$ cat config.mk
export PLATFORM = sky130hd
export DESIGN_NAME = ahb_lite_master
export DESIGN_NICKNAME = d
export VERILOG_FILES = /design/src/rtl/ahb_lite_master.sv
export SDC_FILE = /design/constraint.sdc
export NUM_CORES = 1
export LEC_CHECK = 0
export ABC_AREA = 1
export CAP_MARGIN = 20
export CORE_ASPECT_RATIO = 0.7
export CORE_MARGIN = 2
export CORE_UTILIZATION = 44
export CTS_CLUSTER_SIZE = 14
export DETAILED_ROUTE_END_ITERATION = 10
export PLACE_DENSITY = 0.89
export SLEW_MARGIN = 30
export SYNTH_ARGS = -nofsm -noshare
export SYNTH_HDL_FRONTEND = slang
export SYNTH_SLANG_ARGS = --single-unit
$ cat constraint.sdc
create_clock -name HCLK -period 1.8 [get_ports HCLK]
set_input_delay 0.27 -clock HCLK [delete_from_list [all_inputs] [get_ports HCLK]]
set_output_delay 0.27 -clock HCLK [all_outputs]
set_load 0.01 [all_outputs]
$ cat src/rtl/ahb_lite_master.sv
// ahb_lite_master: single-master AHB-Lite initiator turning a local command into SINGLE/INCR word bursts.
// Optional wait-state timeout is compiled in when AHB_MASTER_TIMEOUT_EN is defined.
module ahb_lite_master #(
    parameter int AddresseWidth = 32,
    parameter int DataWidth     = 32,
    parameter int BeatWidth     = 5,
    parameter int TimeoutCycles = 256
) (
    input  logic                     HCLK,
    input  logic                     HRESETn,
    input  logic                     cmd_valid,
    output logic                     cmd_ready,
    input  logic                     cmd_write,
    input  logic [AddresseWidth-1:0] cmd_addr,
    input  logic [BeatWidth-1:0]     cmd_beats,
    input  logic [DataWidth-1:0]     wdata,
    output logic                     wdata_req,
    output logic [DataWidth-1:0]     rd_data,
    output logic                     rd_valid,
    output logic                     done,
    output logic                     error,
    output logic [AddresseWidth-1:0] HADDR,
    output logic [1:0]               HTRANS,
    output logic                     HWRITE,
    output logic [2:0]               HSIZE,
    output logic [2:0]               HBURST,
    output logic [DataWidth-1:0]     HWDATA,
    input  logic [DataWidth-1:0]     HRDATA,
    input  logic                     HREADY,
    input  logic                     HRESP
);

    typedef enum logic [1:0] {S_IDLE, S_ADDR, S_DATA, S_ERR} state_t;

    localparam logic [1:0] TransIdle   = 2'b00;
    localparam logic [1:0] TransNonseq = 2'b10;
    localparam logic [1:0] TransSeq    = 2'b11;

    state_t                   r_state;
    logic [1:0]               r_trans;
    logic [BeatWidth-1:0]     r_beats_left;
    logic                     r_dphase;
    logic [AddresseWidth-1:0] w_next_addr;
    logic                     w_err_now;
    logic                     w_addr_done;
    logic                     w_rd_done;
    logic                     w_timeout;

    assign w_next_addr = HADDR + AddresseWidth'(4);
    assign w_err_now   = r_dphase & HRESP & ~HREADY;
    assign w_addr_done = (r_state == S_ADDR) & HREADY;
    assign w_rd_done   = r_dphase & ~HWRITE & HREADY & ~HRESP;

    // NOTE: HTRANS is muxed combinationally so the first error cycle can cancel the pending address phase.
    assign HTRANS    = w_err_now ? TransIdle : r_trans;
    assign cmd_ready = (r_state == S_IDLE);
    assign wdata_req = w_addr_done & HWRITE;
    assign HSIZE     = 3'b010;

`ifdef AHB_MASTER_TIMEOUT_EN
    localparam int CntW = $clog2(TimeoutCycles + 1);

    logic [CntW-1:0] r_wait_cnt;

    assign w_timeout = (r_state != S_IDLE) & ~HREADY & (r_wait_cnt == CntW'(TimeoutCycles - 1));

    always_ff @(posedge HCLK or negedge HRESETn) begin
        if (!HRESETn) begin
            r_wait_cnt <= '0;
        end else if (HREADY || (r_state == S_IDLE) || w_timeout) begin
            r_wait_cnt <= '0;
        end else begin
            r_wait_cnt <= r_wait_cnt + 1'b1;
        end
    end
`else
    logic w_unused_timeout;

    assign w_unused_timeout = (TimeoutCycles != 0);
    assign w_timeout        = 1'b0;
`endif

    always_ff @(posedge HCLK or negedge HRESETn) begin
        if (!HRESETn) begin
            r_state      <= S_IDLE;
            r_trans      <= TransIdle;
            r_beats_left <= '0;
            r_dphase     <= 1'b0;
            HADDR        <= '0;
            HWRITE       <= 1'b0;
            HBURST       <= 3'b000;
            HWDATA       <= '0;
            rd_data      <= '0;
            rd_valid     <= 1'b0;
            done         <= 1'b0;
            error        <= 1'b0;
        end else begin
            rd_valid <= 1'b0;
            done     <= 1'b0;
            error    <= 1'b0;
            if (wdata_req) begin
                HWDATA <= wdata;
            end
            if (w_rd_done) begin
                rd_valid <= 1'b1;
                rd_data  <= HRDATA;
            end
            if (w_timeout) begin
                r_state  <= S_IDLE;
                r_trans  <= TransIdle;
                r_dphase <= 1'b0;
                done     <= 1'b1;
                error    <= 1'b1;
            end else begin
                case (r_state)
                    S_IDLE: begin
                        if (cmd_valid) begin
                            r_state  <= S_ADDR;
                            r_trans  <= TransNonseq;
                            r_dphase <= 1'b0;
                            HADDR    <= cmd_addr & ~AddresseWidth'(3);
                            HWRITE   <= cmd_write;
                            if (cmd_beats <= BeatWidth'(1)) begin
                                r_beats_left <= BeatWidth'(1);
                                HBURST       <= 3'b000;
                            end else begin
                                r_beats_left <= cmd_beats;
                                HBURST       <= 3'b001;
                            end
                        end
                    end
                    S_ADDR: begin
                        if (w_err_now) begin
                            r_state <= S_ERR;
                            r_trans <= TransIdle;
                        end else if (HREADY) begin
                            r_dphase <= 1'b1;
                            if (r_beats_left == BeatWidth'(1)) begin
                                r_state <= S_DATA;
                                r_trans <= TransIdle;
                            end else begin
                                r_beats_left <= r_beats_left - 1'b1;
                                HADDR        <= w_next_addr;
                                // A new 1KB page must restart the burst with NONSEQ.
                                r_trans      <= (w_next_addr[9:0] == 10'd0) ? TransNonseq : TransSeq;
                            end
                        end
                    end
                    S_DATA: begin
                        if (w_err_now) begin
                            r_state <= S_ERR;
                        end else if (HREADY) begin
                            r_state  <= S_IDLE;
                            r_dphase <= 1'b0;
                            done     <= 1'b1;
                        end
                    end
                    S_ERR: begin
                        if (HREADY) begin
                            r_state  <= S_IDLE;
                            r_dphase <= 1'b0;
                            done     <= 1'b1;
                            error    <= 1'b1;
                        end
                    end
                    default: r_state <= S_IDLE;
                endcase
            end
        end
    end

endmodule
* Word-level counts from Yosys, hierarchy flattened *
Cells that the tools add are included.

storage, ports and cells
  register bits = 113
  input port bits = 107
  output and inout bits = 110
  word-level logic and storage cells = 81

operators by class
  add/subtract/negate cells = 2
  order comparisons = 1
  equality and inequality tests = 11
  mux-type cells = 37
  bitwise gates (word level) = 10
  reductions and logical operators = 8

operator list
  cell                     count
  $mux W32                 4
  $pmux W32 S2             1
  $add A32 B3 Y32 const B  1
  $mux W5                  5
  $mux W2                  11
  $mux W1                  11
  $logic_not A10 Y1        1
  $ne A2 B2 Y1 const B     5
  $pmux W5 S2              1
  $pmux W2 S4              1
  $and A1 B1 Y1            7
  $reduce_and A3 Y1        2
  $eq A5 B1 Y1 const B     1
  $le A5 B1 Y1 const B     1
  $reduce_and A5 Y1        1
  $sub A5 B1 Y5 const B    1
  $eq A2 B2 Y1 const B     2
  $pmux W1 S4              1
  $pmux W2 S2              1
  $reduce_and A4 Y1        1
  $ne A3 B2 Y1 const B     1
  $ne A3 B3 Y1 const B     1
  $not A1 Y1               3
  $eq A2 B1 Y1 const B     1
  4 further kinds          4

* Logic depth before layout (Yosys ltp) *
  depth after elaboration = 7
  mapped depth = 10

* Worst setup path after synthesis *
No wires, ideal clock.

  path type = flip-flop to flip-flop
  start = register HADDR[2]
  end = register HADDR[12]
  library setup time = 0.123 ns
  data arrival time = 1.492 ns
  data required time = 1.677 ns
  path slack = 0.185 ns
  stages on the path, launching flop included = 8
  path buffers = 0
  clock period less this slack = 1.615 ns
  path through = dfrtp_1 ha_1 nand3_1 nor2_2 nand2_1 xnor2_1 o21ai_0 nand2_1

between the ends
  longest elaborated chain between the ends = 5

RTL lines
  item                    line  source
  from (decl)             22    output logic [AddresseWidth-1:0] HADDR,
  from (signal assigned)  121   HADDR <= cmd_addr & ~AddresseWidth'(3);
  from (signal assigned)  143   HADDR <= w_next_addr;
  $add A32 B3 Y32         49    assign w_next_addr = HADDR + AddresseWidth'(4);
  $mux W32                138   if (r_beats_left == BeatWidth'(1)) begin
  $mux W32                136   end else if (HREADY) begin
  $mux W32                133   if (w_err_now) begin
  $pmux W32 S2            115   case (r_state)

No other way between the ends. The select of a mux whose other input is x is not followed.
A chain may end at the register's enable or synchronous reset.

* Final worst setup path *
  start = register HADDR[4]
  end = output HADDR[4]

No word-level cell between the ends.

==> results <==
- The run finished with clean final reports.
- The global placement routability congestion is 0.9644.
- The number of antenna diodes is 0.
- The summed instance area of the synthesized netlist is 5568 um^2.
- For this run, asynchronously set or reset flops after synthesis account for 1.000.
- The average instance in the mapped netlist occupies 7.039 um^2.
- The wire-length estimate of the detail-placed layout is 12.55 mm.
- The final design area excluding fillers is 8328 um^2.
- The core region is 12380 um^2.
- The fraction of layout instances using a drive strength above 1 is 0.06170.
- The data arrival time of the critical path is 1.48 ns.
- The H-tree was split into 3 levels.
- Across the VDD grid, the largest voltage drop is 0.8442 mV.
- Summed over all cells, the static leakage comes to 4.039 nW.
- The final-report max-slew violation count is 0.
- The global-route wire length before repair is 26.73 mm.
- The analysis attributes to net switching a power of 5.794 mW.
- The detailed router's first-iteration violation count is 449.
- The fraction of power consumed by combinational cells is 0.533.
- The class of the tightest hold or removal check is in2async.
- Leaving out fill and tap cells, the most frequent cells in the layout are sky130_fd_sc_hd__nand2_1 (381), sky130_fd_sc_hd__clkdlybuf4s50_1 (202), sky130_fd_sc_hd__nor2_1 (113).
- The library cell used as clock root buffer is sky130_fd_sc_hd__clkbuf_16.
- The number of cell rows is 34.
- The floorplan die area is 13580 um^2.
- The cell count after synthesis is 791.
- The final global-route overflow total is 0.
- The CTS clock-pin slew for the worst setup and hold paths is 0.08 ns.
- The number of enable flip-flop cells after synthesis is 0.
- Input and output buffers added on the ports amount to 207.
- The data required time at the worst endpoint is 1.53 ns.
- The kind of capture point of the worst setup path is an output port.
- In the routed design, unresolved DRC markers number 0.
- The internal power component is 8.239 mW.
- The number of buffers added by the clock tree synthesis step is 9.
- Timing would allow up to 0.5718 GHz.
- The worst slack after detailed placement is -0.1173 ns.
- The total routing usage reported by global routing is 0.2427.
- The worst pin sits at a relative slew slack of 0.6615.
- The number of nets in the finished design is 1126.
- The placed instances occupy a cell area of 7993 um^2.
- The initial utilization of the core area, before any placement, comes to 0.4498.
- The total length of routed wires is 16.71 mm.
- The final hold violation count was 0.
- The area overhead of the layout relative to synthesis is 49.57%.
- The final antenna-violating net count is 0.
- The number of max-cap violations is 0.
- The most congested layer reported by global routing is met2.
- The count of TritonRoute iterations in the first routing pass is 6.
- Final hold analysis gives a worst-case slack of 0.3957 ns.
- The switching fraction of total power is 0.4129.
- The number of distinct library cells after synthesis is 26.
- 217 I/O pins were placed.
- The worst setup path is launched from a flop.
- The met3 track demand over resource in global routing is 0.08583.
- The via-per-instance ratio is 4.945.
- The number of buffers on the longest clock path is 2.
- The clock tree from TritonCTS is done.
- The met2 usage is 0.3701.
- The CTS sink count is 109.
- The detailed-route wire length per cell is 14.12 um.
- The synthesized design contains 109 register bits.
- In the global route stage, met1 resource usage came out at 0.3433.
- The type of the worst setup path is reg2out.
- The transition at the pin with the smallest max-transition slack is 0.5070 ns.
- The sequential share of power is 0.327.
- The insertion delay to the later sink of the worst-skew pair is 0.34 ns.
- Across all setup checks in the final design, the least slack found is 0.05123 ns.
- The final critical-path required period is 1.749 ns.
- The routed via count is 5850.
- The maximum number of pins on one net before global-route repair is 55.
- In this run the horizontal extent of the chip is 138.5 um.
- The number of antenna violations at the first check in global routing is 0.
- Setup violations remaining at the end of the flow were counted as 0.
- Of all nets on the critical path, the largest fanout is 5.
- In the finished design, the share of the clock period the worst path needs comes to 0.9715.
- In the synthesized netlist the dominant register cell turns out to be sky130_fd_sc_hd__dfrtp_1.
- The Yosys step of the flow raised 0 warnings.
- The share of the Yosys chip area taken by registers is 0.4899.
- The via count of the first global-routing pass is 5386.
- The most common cell after layout, fill and taps aside is sky130_fd_sc_hd__nand2_1.
- Across the routed clock network, the largest skew measured is 0.01029 ns.
- The filler cell count in the final layout is 1021.
- The power per cell area is 1685 nW/um^2.
- From bottom edge to top edge, the die measures 98.12 um.
- Of the total power, the clock network draws 0.139.
==> final timing paths <==
kind,startpoint,endpoint,slack (ns),cells after the start
min in group HCLK,wdata[7],HWDATA[7],0.46,3
hold reg to reg,rd_data[22],rd_data[22],0.47,2
setup / recovery,HADDR[4],HADDR[4],0.05,2
max in group asynchronous,HRESETn,HWDATA[4],0.83,3
hold / removal,HRESETn,HADDR[26],0.40,2
setup reg to reg,HADDR[5],HADDR[29],0.16,9
==> power by group through the flow <==
stage | logic (mW) | registers [mW] | clock network [mW]
global placement | 7.18 | 4.56 | 0
floorplan | 3.31 | 4.92 | 0
global route | 8.29 | 4.75 | 2.09
detailed placement | 7.39 | 4.57 | 0
CTS | 7.37 | 4.57 | 2.01
finish | 7.49 | 4.59 | 1.96
==> timing repair <==
| action | CTS | global route |
|---|---|---|
| hold buffers | 1 | 0 |
| resized for setup | 4 | 5 |
| pin swaps | 0 | 0 |
| endpoints found under the setup margin | 4 | 4 |
| buffers inserted | 0 | 1 |
| cloned | 0 | 1 |
| endpoints found under the hold margin | 26 | 0 |
==> cell families (layout without fill, tap and decap cells) <==
kind of cell | after synthesis | count (layout) | share of synthesized area
fa+ha+maj | 3 | 3 | 0.006742
simple gates | 543 | 543 | 0.3818
compound gates | 44 | 44 | 0.04225
other cells | 2 | 7 | 0.001349
xor+xnor | 7 | 7 | 0.01101
buf+inv | 83 | 308 | 0.06696
flops | 109 | 109 | 0.4899
==> area by class of cell <==
class,instances,area (um^2),area share
flip-flops and latches,109,2728,0.3275
multi-input cells,604,2496,0.2997
repair buffers,243,2426,0.2913
clock buffers,10,229.0,0.02749
well taps,162,202.7,0.02434
inverters,49,183.9,0.02209
clock inverters,6,62.56,0.007512
==> routing by layer <==
metal / up-vias / wire (um)
met2: 258 / 7321
met4: 0 / 97
met1: 2719 / 7554
met3: 10 / 1735
met5: - / 0
li1: 2863 / -
==> registers in the layout, indices dropped and copies added, names as in the netlist <==
signal,cells
HADDR,30
HBURST,1
HWDATA,32
HWRITE,1
done,1
error,1
r_beats_left,5
r_dphase,1
r_state,2
r_trans,2
rd_data,32
rd_valid,1
==> critical path: stages, from the launching register on <==
cell,delay [ns]
sky130_fd_sc_hd__dfrtp_1,0.45
sky130_fd_sc_hd__buf_4,0.17
sky130_fd_sc_hd__clkdlybuf4s50_1,0.53
==> stage by stage <==
step            TNS (ns)  power [mW]    util  std cells
2_1_floorplan          0       8.224       -        796
3_3_place_gp     -0.8910       11.74  0.6456       1164
3_5_place_dp      -2.472       11.96  0.6456       1164
4_1_cts                0       13.94  0.6696       1181
5_1_grt        -0.001019       15.13  0.6727       1183
6_report               0       14.03  0.6727       1183
==> cells in the mapped netlist, types with 3 or more instances <==
cell / instances / area share
sky130_fd_sc_hd__a21oi_1: 6 / 0.0054
sky130_fd_sc_hd__nand3_1: 41 / 0.037
sky130_fd_sc_hd__nand2_1: 381 / 0.26
sky130_fd_sc_hd__buf_4: 10 / 0.013
sky130_fd_sc_hd__buf_2: 19 / 0.017
sky130_fd_sc_hd__o21ai_1: 10 / 0.0090
sky130_fd_sc_hd__o21ai_0: 21 / 0.019
sky130_fd_sc_hd__nor2_1: 113 / 0.076
sky130_fd_sc_hd__xor2_1: 4 / 0.0063
sky130_fd_sc_hd__xnor2_1: 3 / 0.0047
sky130_fd_sc_hd__clkbuf_1: 5 / 0.0034
sky130_fd_sc_hd__dfrtp_1: 109 / 0.49
sky130_fd_sc_hd__ha_1: 3 / 0.0067
sky130_fd_sc_hd__inv_2: 4 / 0.0027
sky130_fd_sc_hd__inv_1: 45 / 0.030
Note: power is estimated with default switching activity, not from simulation.
